==> src/rtl/mem_port_arbiter_if.sv <==
// Bundle of the fetch, load/store and RAM-port signals shared by the core-side
// memory arbiter. The arbiter uses the slave view. The core/RAM side uses the master view.
interface mem_port_arbiter_if #(
  parameter int ADDR_W = 6
);
  // Instruction-fetch side
  logic              if_req;
  logic [31:0]       if_addr;
  logic [31:0]       if_rdata;
  logic              if_ack;

  // Load/store side
  logic              dm_ren;
  logic              dm_wen;
  logic [31:0]       dm_addr;
  logic [31:0]       dm_wdata;
  logic [31:0]       dm_rdata;
  logic              dm_ack;

  // Core status
  logic              misaligned;
  logic              stall;

  // Single-port RAM with registered read
  logic [ADDR_W-1:0] mem_addr;
  logic              mem_wen;
  logic [31:0]       mem_wdata;
  logic [31:0]       mem_rdata;

  modport slave (
    input  if_req, if_addr, dm_ren, dm_wen, dm_addr, dm_wdata, mem_rdata,
    output if_rdata, if_ack, dm_rdata, dm_ack, misaligned, stall,
           mem_addr, mem_wen, mem_wdata
  );

  modport master (
    output if_req, if_addr, dm_ren, dm_wen, dm_addr, dm_wdata, mem_rdata,
    input  if_rdata, if_ack, dm_rdata, dm_ack, misaligned, stall,
           mem_addr, mem_wen, mem_wdata
  );
endinterface

==> src/rtl/mem_port_arbiter.sv <==
// Round-robin arbiter that shares one registered-read RAM port between the
// instruction-fetch path and the load/store path. Each access takes
// IDLE/RESP -> ACCESS -> RESP. The ack and read data appear in RESP.
module mem_port_arbiter #(
  parameter int ADDR_W = 6
) (
  input  logic              clk,
  input  logic              rst,
  mem_port_arbiter_if.slave bus
);

  typedef enum logic [1:0] {ST_IDLE, ST_ACCESS, ST_RESP} state_t;
  typedef enum logic {SIDE_IF, SIDE_DM} side_t;

  state_t            state_q, state_d;
  side_t             owner_q, owner_d;
  side_t             last_q, last_d;
  logic [ADDR_W-1:0] mem_addr_q, mem_addr_d;
  logic              mem_wen_q, mem_wen_d;
  logic [31:0]       mem_wdata_q, mem_wdata_d;
  logic              store_q, store_d;      // current DM access is a store (no read-back)
  logic              mis_q, mis_d;          // current access had a non-word-aligned address
  logic [31:0]       if_hold_q, if_hold_d;
  logic [31:0]       dm_hold_q, dm_hold_d;

  logic              dm_req;
  logic              grant_if;
  logic              grant_dm;
  logic              if_ack_c;
  logic              dm_ack_c;
  logic              unused_addr_bits;

  assign dm_req = bus.dm_ren | bus.dm_wen;

  // Upper address bits are intentionally dropped, so addresses wrap modulo the RAM size.
  assign unused_addr_bits = &{1'b0, bus.if_addr[31:ADDR_W+2], bus.dm_addr[31:ADDR_W+2]};

  // State and datapath registers with synchronous reset
  always_ff @(posedge clk) begin
    if (rst) begin
      state_q     <= ST_IDLE;
      owner_q     <= SIDE_IF;
      last_q      <= SIDE_DM;   // fetch wins the first contention
      mem_addr_q  <= '0;
      mem_wen_q   <= 1'b0;
      mem_wdata_q <= '0;
      store_q     <= 1'b0;
      mis_q       <= 1'b0;
      if_hold_q   <= '0;
      dm_hold_q   <= '0;
    end else begin
      state_q     <= state_d;
      owner_q     <= owner_d;
      last_q      <= last_d;
      mem_addr_q  <= mem_addr_d;
      mem_wen_q   <= mem_wen_d;
      mem_wdata_q <= mem_wdata_d;
      store_q     <= store_d;
      mis_q       <= mis_d;
      if_hold_q   <= if_hold_d;
      dm_hold_q   <= dm_hold_d;
    end
  end

  // Arbitration: round-robin in IDLE; in RESP only the non-owner may be granted
  always_comb begin
    grant_if = 1'b0;
    grant_dm = 1'b0;
    case (state_q)
      ST_IDLE: begin
        if (bus.if_req && (!dm_req || last_q == SIDE_DM)) grant_if = 1'b1;
        else if (dm_req)                                  grant_dm = 1'b1;
      end
      ST_RESP: begin
        if (owner_q == SIDE_IF) grant_dm = dm_req;
        else                    grant_if = bus.if_req;
      end
      default: ;
    endcase
  end

  // Next-state and register-load logic
  always_comb begin
    state_d     = state_q;
    owner_d     = owner_q;
    last_d      = last_q;
    mem_addr_d  = mem_addr_q;
    mem_wen_d   = 1'b0;          // write strobe lasts only the ACCESS cycle
    mem_wdata_d = mem_wdata_q;
    store_d     = store_q;
    mis_d       = mis_q;
    if_hold_d   = if_hold_q;
    dm_hold_d   = dm_hold_q;

    // Capture the returned word as the RESP cycle ends
    if (state_q == ST_RESP) begin
      if (owner_q == SIDE_IF) if_hold_d = bus.mem_rdata;
      else if (!store_q)      dm_hold_d = bus.mem_rdata;
    end

    case (state_q)
      ST_ACCESS: state_d = ST_RESP;
      default:   state_d = (grant_if || grant_dm) ? ST_ACCESS : ST_IDLE;
    endcase

    if (grant_if) begin
      owner_d    = SIDE_IF;
      last_d     = SIDE_IF;
      mem_addr_d = bus.if_addr[ADDR_W+1:2];
      store_d    = 1'b0;
      mis_d      = (bus.if_addr[1:0] != 2'b00);
    end else if (grant_dm) begin
      owner_d     = SIDE_DM;
      last_d      = SIDE_DM;
      mem_addr_d  = bus.dm_addr[ADDR_W+1:2];
      mem_wen_d   = bus.dm_wen;
      mem_wdata_d = bus.dm_wdata;
      store_d     = bus.dm_wen;   // ren+wen together is treated as a store
      mis_d       = (bus.dm_addr[1:0] != 2'b00);
    end
  end

  // Outputs: acks and live read data in RESP, hold registers otherwise
  always_comb begin
    if_ack_c       = (state_q == ST_RESP) && (owner_q == SIDE_IF);
    dm_ack_c       = (state_q == ST_RESP) && (owner_q == SIDE_DM);
    bus.if_ack     = if_ack_c;
    bus.dm_ack     = dm_ack_c;
    bus.if_rdata   = if_ack_c ? bus.mem_rdata : if_hold_q;
    bus.dm_rdata   = (dm_ack_c && !store_q) ? bus.mem_rdata : dm_hold_q;
    bus.misaligned = (state_q == ST_RESP) && mis_q;
    bus.stall      = (bus.if_req & ~if_ack_c) | (dm_req & ~dm_ack_c);
    bus.mem_addr   = mem_addr_q;
    bus.mem_wen    = mem_wen_q;
    bus.mem_wdata  = mem_wdata_q;
  end

endmodule

==> src/flat_wrapper.sv <==
// flat-port wrapper written by rule: the top's interface ports become plain ports
module mem_port_arbiter_flat 
#(
  parameter int ADDR_W = 6
)
  (clk, rst, bus_if_req, bus_if_addr, bus_dm_ren, bus_dm_wen, bus_dm_addr, bus_dm_wdata, bus_mem_rdata, bus_if_rdata, bus_if_ack, bus_dm_rdata, bus_dm_ack, bus_misaligned, bus_stall, bus_mem_addr, bus_mem_wen, bus_mem_wdata);
  mem_port_arbiter_if #(.ADDR_W(ADDR_W)) bus_i ();
  input  logic clk;
  input  logic rst;
  input wire logic [$bits(bus_i.if_req)-1:0] bus_if_req;
  input wire logic [$bits(bus_i.if_addr)-1:0] bus_if_addr;
  input wire logic [$bits(bus_i.dm_ren)-1:0] bus_dm_ren;
  input wire logic [$bits(bus_i.dm_wen)-1:0] bus_dm_wen;
  input wire logic [$bits(bus_i.dm_addr)-1:0] bus_dm_addr;
  input wire logic [$bits(bus_i.dm_wdata)-1:0] bus_dm_wdata;
  input wire logic [$bits(bus_i.mem_rdata)-1:0] bus_mem_rdata;
  output wire logic [$bits(bus_i.if_rdata)-1:0] bus_if_rdata;
  output wire logic [$bits(bus_i.if_ack)-1:0] bus_if_ack;
  output wire logic [$bits(bus_i.dm_rdata)-1:0] bus_dm_rdata;
  output wire logic [$bits(bus_i.dm_ack)-1:0] bus_dm_ack;
  output wire logic [$bits(bus_i.misaligned)-1:0] bus_misaligned;
  output wire logic [$bits(bus_i.stall)-1:0] bus_stall;
  output wire logic [$bits(bus_i.mem_addr)-1:0] bus_mem_addr;
  output wire logic [$bits(bus_i.mem_wen)-1:0] bus_mem_wen;
  output wire logic [$bits(bus_i.mem_wdata)-1:0] bus_mem_wdata;
  assign bus_i.if_req = bus_if_req;
  assign bus_i.if_addr = bus_if_addr;
  assign bus_i.dm_ren = bus_dm_ren;
  assign bus_i.dm_wen = bus_dm_wen;
  assign bus_i.dm_addr = bus_dm_addr;
  assign bus_i.dm_wdata = bus_dm_wdata;
  assign bus_i.mem_rdata = bus_mem_rdata;
  assign bus_if_rdata = bus_i.if_rdata;
  assign bus_if_ack = bus_i.if_ack;
  assign bus_dm_rdata = bus_i.dm_rdata;
  assign bus_dm_ack = bus_i.dm_ack;
  assign bus_misaligned = bus_i.misaligned;
  assign bus_stall = bus_i.stall;
  assign bus_mem_addr = bus_i.mem_addr;
  assign bus_mem_wen = bus_i.mem_wen;
  assign bus_mem_wdata = bus_i.mem_wdata;
  mem_port_arbiter #(.ADDR_W(ADDR_W)) u_core (.clk(clk), .rst(rst), .bus(bus_i));
endmodule
==> config.mk <==
export PLATFORM = sky130hd
export DESIGN_NAME = mem_port_arbiter_flat
export DESIGN_NICKNAME = d
export VERILOG_FILES = /design/src/rtl/mem_port_arbiter_if.sv /design/src/rtl/mem_port_arbiter.sv /design/src/flat_wrapper.sv
export SDC_FILE = /design/constraint.sdc
export NUM_CORES = 1
export LEC_CHECK = 0
export BUFFER_PORTS_ARGS = -buffer_cell sky130_fd_sc_hd__buf_4
export CELL_PAD_IN_SITES_DETAIL_PLACEMENT = 0
export CELL_PAD_IN_SITES_GLOBAL_PLACEMENT = 1
export CORE_MARGIN = 2
export CORE_UTILIZATION = 29
export CTS_CLUSTER_SIZE = 40
export DETAILED_ROUTE_END_ITERATION = 10
export GPL_TIMING_DRIVEN = 0
export PLACE_DENSITY = 0.84
export SYNTH_ARGS = -nofsm -noshare
export SYNTH_HDL_FRONTEND = slang
export SYNTH_SLANG_ARGS = --single-unit
==> constraint.sdc <==
create_clock -name clk -period 1.8 [get_ports clk]
set_input_delay 0.45 -clock clk [delete_from_list [all_inputs] [get_ports clk]]
set_output_delay 0.45 -clock clk [all_outputs]
set_load 0.01 [all_outputs]
# Word level (Yosys, flattened, before mapping)
# Index checks and enable logic that the tools add are counted.
[totals] wordCells=59 input_bits=133 ff_bits=109 out_inout_bits=107
[classes] mux=17 n_bitwise=10 eq_ne=2 n_reduce_logical=19
[op_table] cell="2-to-1 mux 32 bit" n=2
[op_table] cell="2-to-1 mux 6 bit" n=2
[op_table] cell="2-to-1 mux 1 bit" n=10
[op_table] cell="inverter 1 bit" n=6
[op_table] cell="nonzero test 2 bit" n=3
[op_table] cell="logical AND 1 bit" n=5
[op_table] cell="case mux 1 bit (2 select lines)" n=2
[op_table] cell="AND reduction 2 bit" n=2
[op_table] cell="OR reduction 2 bit" n=2
[op_table] cell="AND reduction 3 bit" n=1
[op_table] cell="OR reduction 3 bit" n=1
[op_table] cell="bitwise AND 1 bit" n=2
[op_table] cell="== test 2 x 1 -> 1 bit (second input constant)" n=1
[op_table] cell="== test 2 bit (second input constant)" n=1
[op_table] cell="zero test 1 bit" n=2
[op_table] cell="zero test 2 bit" n=1
[op_table] cell="logical OR 1 bit" n=2
[op_table] cell="2-to-1 mux 2 bit" n=1
[op_table] cell="bitwise OR 1 bit" n=2

# Depth between registers and ports, before layout
[depth] ltp_word=9 ltp_mapped=7 mapped_depth_nobuf=4

# Least setup slack after synthesis
# No wires, ideal clock.
[synth_path] path_type="register to output" startpoint="reg u_core.state_q[1]" endpoint="out bus_dm_rdata[10]" path_buffers=3 stages_incl_launch_ff=7 t_required_ns=1.350 slack_ns=-0.096 arrival_time_ns=1.446 path_cell_list="dfxtp_1 -> buf_2 -> and3b_1 -> nor2b_1 -> buf_6 -> buf_6 -> mux2_4"
[synth_via] elab_chain_cells=4
[synth_lines] item="from (decl)" line="mem_port_arbiter.sv:15" rtl="state_t state_q, state_d;"
[synth_lines] item="from (signal assigned)" line="mem_port_arbiter.sv:52" rtl="state_q <= state_d;"
[synth_lines] item="== test 2 bit" line="mem_port_arbiter.sv:126" rtl="dm_ack_c = (state_q == ST_RESP) && (owner_q == SIDE_DM);"
[synth_lines] item="logical AND 1 bit" line="mem_port_arbiter.sv:126"
[synth_lines] item="net bus_dm_ack" line="flat_wrapper.sv:20" rtl="output wire logic [$bits(bus_i.dm_ack)-1:0] bus_dm_ack;"
[synth_lines] item="logical AND 1 bit" line="mem_port_arbiter.sv:130" rtl="bus.dm_rdata = (dm_ack_c && !store_q) ? bus.mem_rdata : dm_hold_q;"
[synth_lines] item="2-to-1 mux 32 bit" line="mem_port_arbiter.sv:130"
[synth_lines] item="to (decl)" line="flat_wrapper.sv:19" rtl="output wire logic [$bits(bus_i.dm_rdata)-1:0] bus_dm_rdata;"
# The timed path passes the listed nets, and every way through them passes these cells.

# Worst setup path after layout
[layout_path] startpoint="reg u_core.state_q[0]" endpoint="out bus_dm_rdata[15]"
[layout_via] elab_chain_cells=4
[layout_lines] item="== test 2 bit" line="mem_port_arbiter.sv:126"
[layout_lines] item="logical AND 1 bit" line="mem_port_arbiter.sv:126"
[layout_lines] item="logical AND 1 bit" line="mem_port_arbiter.sv:130"
[layout_lines] item="2-to-1 mux 32 bit" line="mem_port_arbiter.sv:130"
# Every way passes these cells.

==> run summary <==
Die Area: 15900 µm²
Largest net degree at the start of global routing: 17
Most common library cells after synthesis: dfxtp_1, nand2_1, nor2b_1, mux2_2, a21oi_1
Outcome: complete, but fails checks
Syn Inst Count: 419
H-tree levels: 3
Initial Utilization: 29.7%
Final #Nets: 785
Main synth FF type: dfxtp_1
Root buf cell: clkbuf_16
Peak supply drop: 0.505 mV
Clock transition at path regs: 70 ps
CP Class: flip-flop to output port
Worst setup margin: -532 ps
CTS tree: done
EDFF count, synth: 0
Post-Syn Area per Cell: 10.3 µm²
Synth Area in Compound Gates: 7.22%
Worst Path Max Fanout: 10
Filler cells: 1314
Clock Skews: 4.81 ps
Clock Power Share: 31.5%
Worst-path cell chain: and3b_2, nor2b_4, buf_12, buf_12, mux2_4, buf_6
Synth top area cells: dfxtp_1, mux2_4, nor2b_1
Hold-fix buffers, CTS: 0
Initial antenna violation count: 0
Logic pwr share: 26.2%
Ant. Diodes: 0
Core area: 14500 µm²
Leak pwr: 3.21 nW
Final RePlAce weighted congestion: 0.756
Min cycle time layout: 2330 ps
Buf+Inv Stages, Crit Path: 3
Area of the multi-input gates: 2140 µm²
Final worst path period share: 130%
Post-Synth Adder-Cell Area: 0%
Dominant cell type by area after synthesis: dfxtp_1
Syn Nets: 552
CP Launch Type: flip-flop
Worst R2R Setup Slack: 60 ps
Slew Limit Headroom: 62.3%
Antenna-violating nets left: 0
First DRT Iteration DRCs: 141
Asr flop ratio synth: 0%
Fraction of the mapped netlist area in simple logic gates: 18.7%
Max frequency: 0.429 GHz
Area share of the leading cell type in the synthesized netlist: 50.6%
Flop pwr share: 42.3%
Failing checks: negative setup slack
XOR/XNOR Fraction of Synth Area: 0%
CP max stage cell: dfxtp_4
Largest stage delay on the critical path: 360 ps
IO Port Bufs: 190
Row cnt: 44
Top-count cell post-synth: dfxtp_1
CP Capture Type: output port
Clk buf depth: 2
Routed wire per std cell: 15.3 µm
Die Ht: 126 µm
Required time worst endpoint: 1350 ps
Mapped cell area: 4310 µm²
Layout cells sized above 1: 50.3%
Global-route wire length before repair: 20500 µm
DRC violations left: 0
Placed insts: 793
Arr. time, crit path: 1880 ps
Register area: 2190 µm²
Clk_lat worst skew: 340 ps
Final hold viol count: 0
Final setup vio count: 66
Sum of negative setup slack: -29480 ps
Vias: 3796
Ys Warns: 0
Power per cell area: 887 nW/µm²
Grt ovf: 0
Drt total wl: 12800 µm
Vias in the first global route: 4039
Final Core Density: 49.5%
Largest family of logic cells by synthesized area: multiplexers
Post-synth cell types: 31
# clock sinks: 109
GRT Total Usage: 16.1%
Seq/Total Area, Yosys: 50.6%
Mux cell area share after synthesis: 19.5%
Critical Path Most Common Cell: buf_12
Syn-to-layout area delta: 66.6%
Post-detail-place hpwl: 9100 µm
HP Class: primary input to flip-flop
Unrepaired setup endpoints after global routing: true
Switching Share: 26.6%
Num CTS Buffers: 9
Worst path top cell family by delay: buffers and inverters
Cell Count, Final, Fillers Out: 840
Max Slew Vio Count: 0
Die X: 126 µm
Max cap viols: 0
Sw power: 0.00170 W
Drt first pass iters: 4
Worst-Margin Slew: 566 ps
Pint: 0.00468 W
Post-synthesis sequential element count: 109
I/O pin cnt: 240
DR vias/cell: 4.52
## flip-flops by register name, summed over array words and instances (netlist names)
| signal | cells |
|---|---|
| u_core.mis_q | 1 |
| u_core.bus.mem_wdata | 32 |
| u_core.dm_hold_q | 32 |
| u_core.state_q | 2 |
| u_core.bus.mem_wen | 1 |
| u_core.owner_q | 1 |
| u_core.last_q | 1 |
| u_core.bus.mem_addr | 6 |
| u_core.if_hold_q | 32 |
| u_core.store_q | 1 |
## worst register-to-register path: cells and delay by family, from the launching register on
family,cells,cell delay (ps)
buffers and inverters,3,420
AND/OR/NAND/NOR,3,520
multiplexers,1,320
flip-flops,1,360
## cells in the final DEF (no fill, tap or decap), types with 3 or more instances in the layout
master / count
a21oi_1: 32
a311oi_1: 6
buf_12: 11
buf_16: 3
buf_4: 143
buf_6: 70
buf_8: 3
clkbuf_1: 13
clkbuf_16: 10
clkbuf_2: 4
dfxtp_1: 106
mux2_4: 62
nand2_1: 78
nor2_1: 9
nor2b_1: 63
o211a_1: 3
## per-layer routing
layer  part of all wire (%)  global-route usage (%)  wire length [µm]  vias up
met5                      0                       0                 0        -
met4                    1.6                    6.01               202        0
met3                    6.9                    4.84               886       15
met2                     49                    27.1              6350      124
met1                     42                    19.3              5410     1807
li1                       -                       -                 -     1850
## worst paths after layout
| path | cells past startpoint | from | to |
|---|---|---|---|
| hold reg to reg | 2 | u_core.bus.mem_wdata[18]$_SDFFE_PP0P_ | u_core.bus.mem_wdata[18]$_SDFFE_PP0P_ |
| hold / removal | 3 | bus_dm_wdata[26] | u_core.bus.mem_wdata[26]$_SDFFE_PP0P_ |
| setup reg to reg | 7 | u_core.state_q[0]$_SDFF_PP0_ | u_core.dm_hold_q[10]$_SDFFE_PP0P_ |
| setup / recovery | 6 | u_core.state_q[0]$_SDFF_PP0_ | bus_dm_rdata[15] |
## kinds of logic after synthesis
logic type | Yosys count
AO/OA/AOI/OAI | 50
buffers and inverters | 32
flip-flops | 109
multiplexers | 65
AND/OR/NAND/NOR | 163
## stage by stage
step | setup slack (ps) | area (µm²) | hold slack (ps) | power, W
final | -532 | 7190 | 350 | 0.00638
after global routing | -613 | 7190 | 342 | 0.00671
after CTS | -550 | 7010 | 332 | 0.00639
after detailed placement | -364 | 6000 | 451 | 0.00407
after global placement | -365 | 6000 | 444 | 0.00403
after floorplan | -23.5 | 4340 | 464 | 0.00343
## timing repair
action                                  in CTS  in global routing
endpoints found under the setup margin      94                 95
setup buffers                               18                 11
pin swaps                                    2                  2
gates resized for setup                    126                 20
gates cloned                                 3                  1
## power groups by stage
stage / combinational [W] / clock, W / sequential, W
CTS: 0.00162 / 0.00208 / 0.00269
floorplan: 0.000648 / 0 / 0.00278
detailed placement: 0.00133 / 0 / 0.00275
finish: 0.00167 / 0.00201 / 0.00269
global placement: 0.00130 / 0 / 0.00273
global route: 0.00181 / 0.00218 / 0.00272
## final cells by class
type	count	area share, %
multi-input cells	278	29.7
inverters	3	0.191
plain buffers	28	3.20
repair buffers	223	29.0
clock buffers	11	3.52
clock inverters	4	0.661
flip-flops and latches	109	30.5
well taps	184	3.20
(Power assumes the default switching activity.)
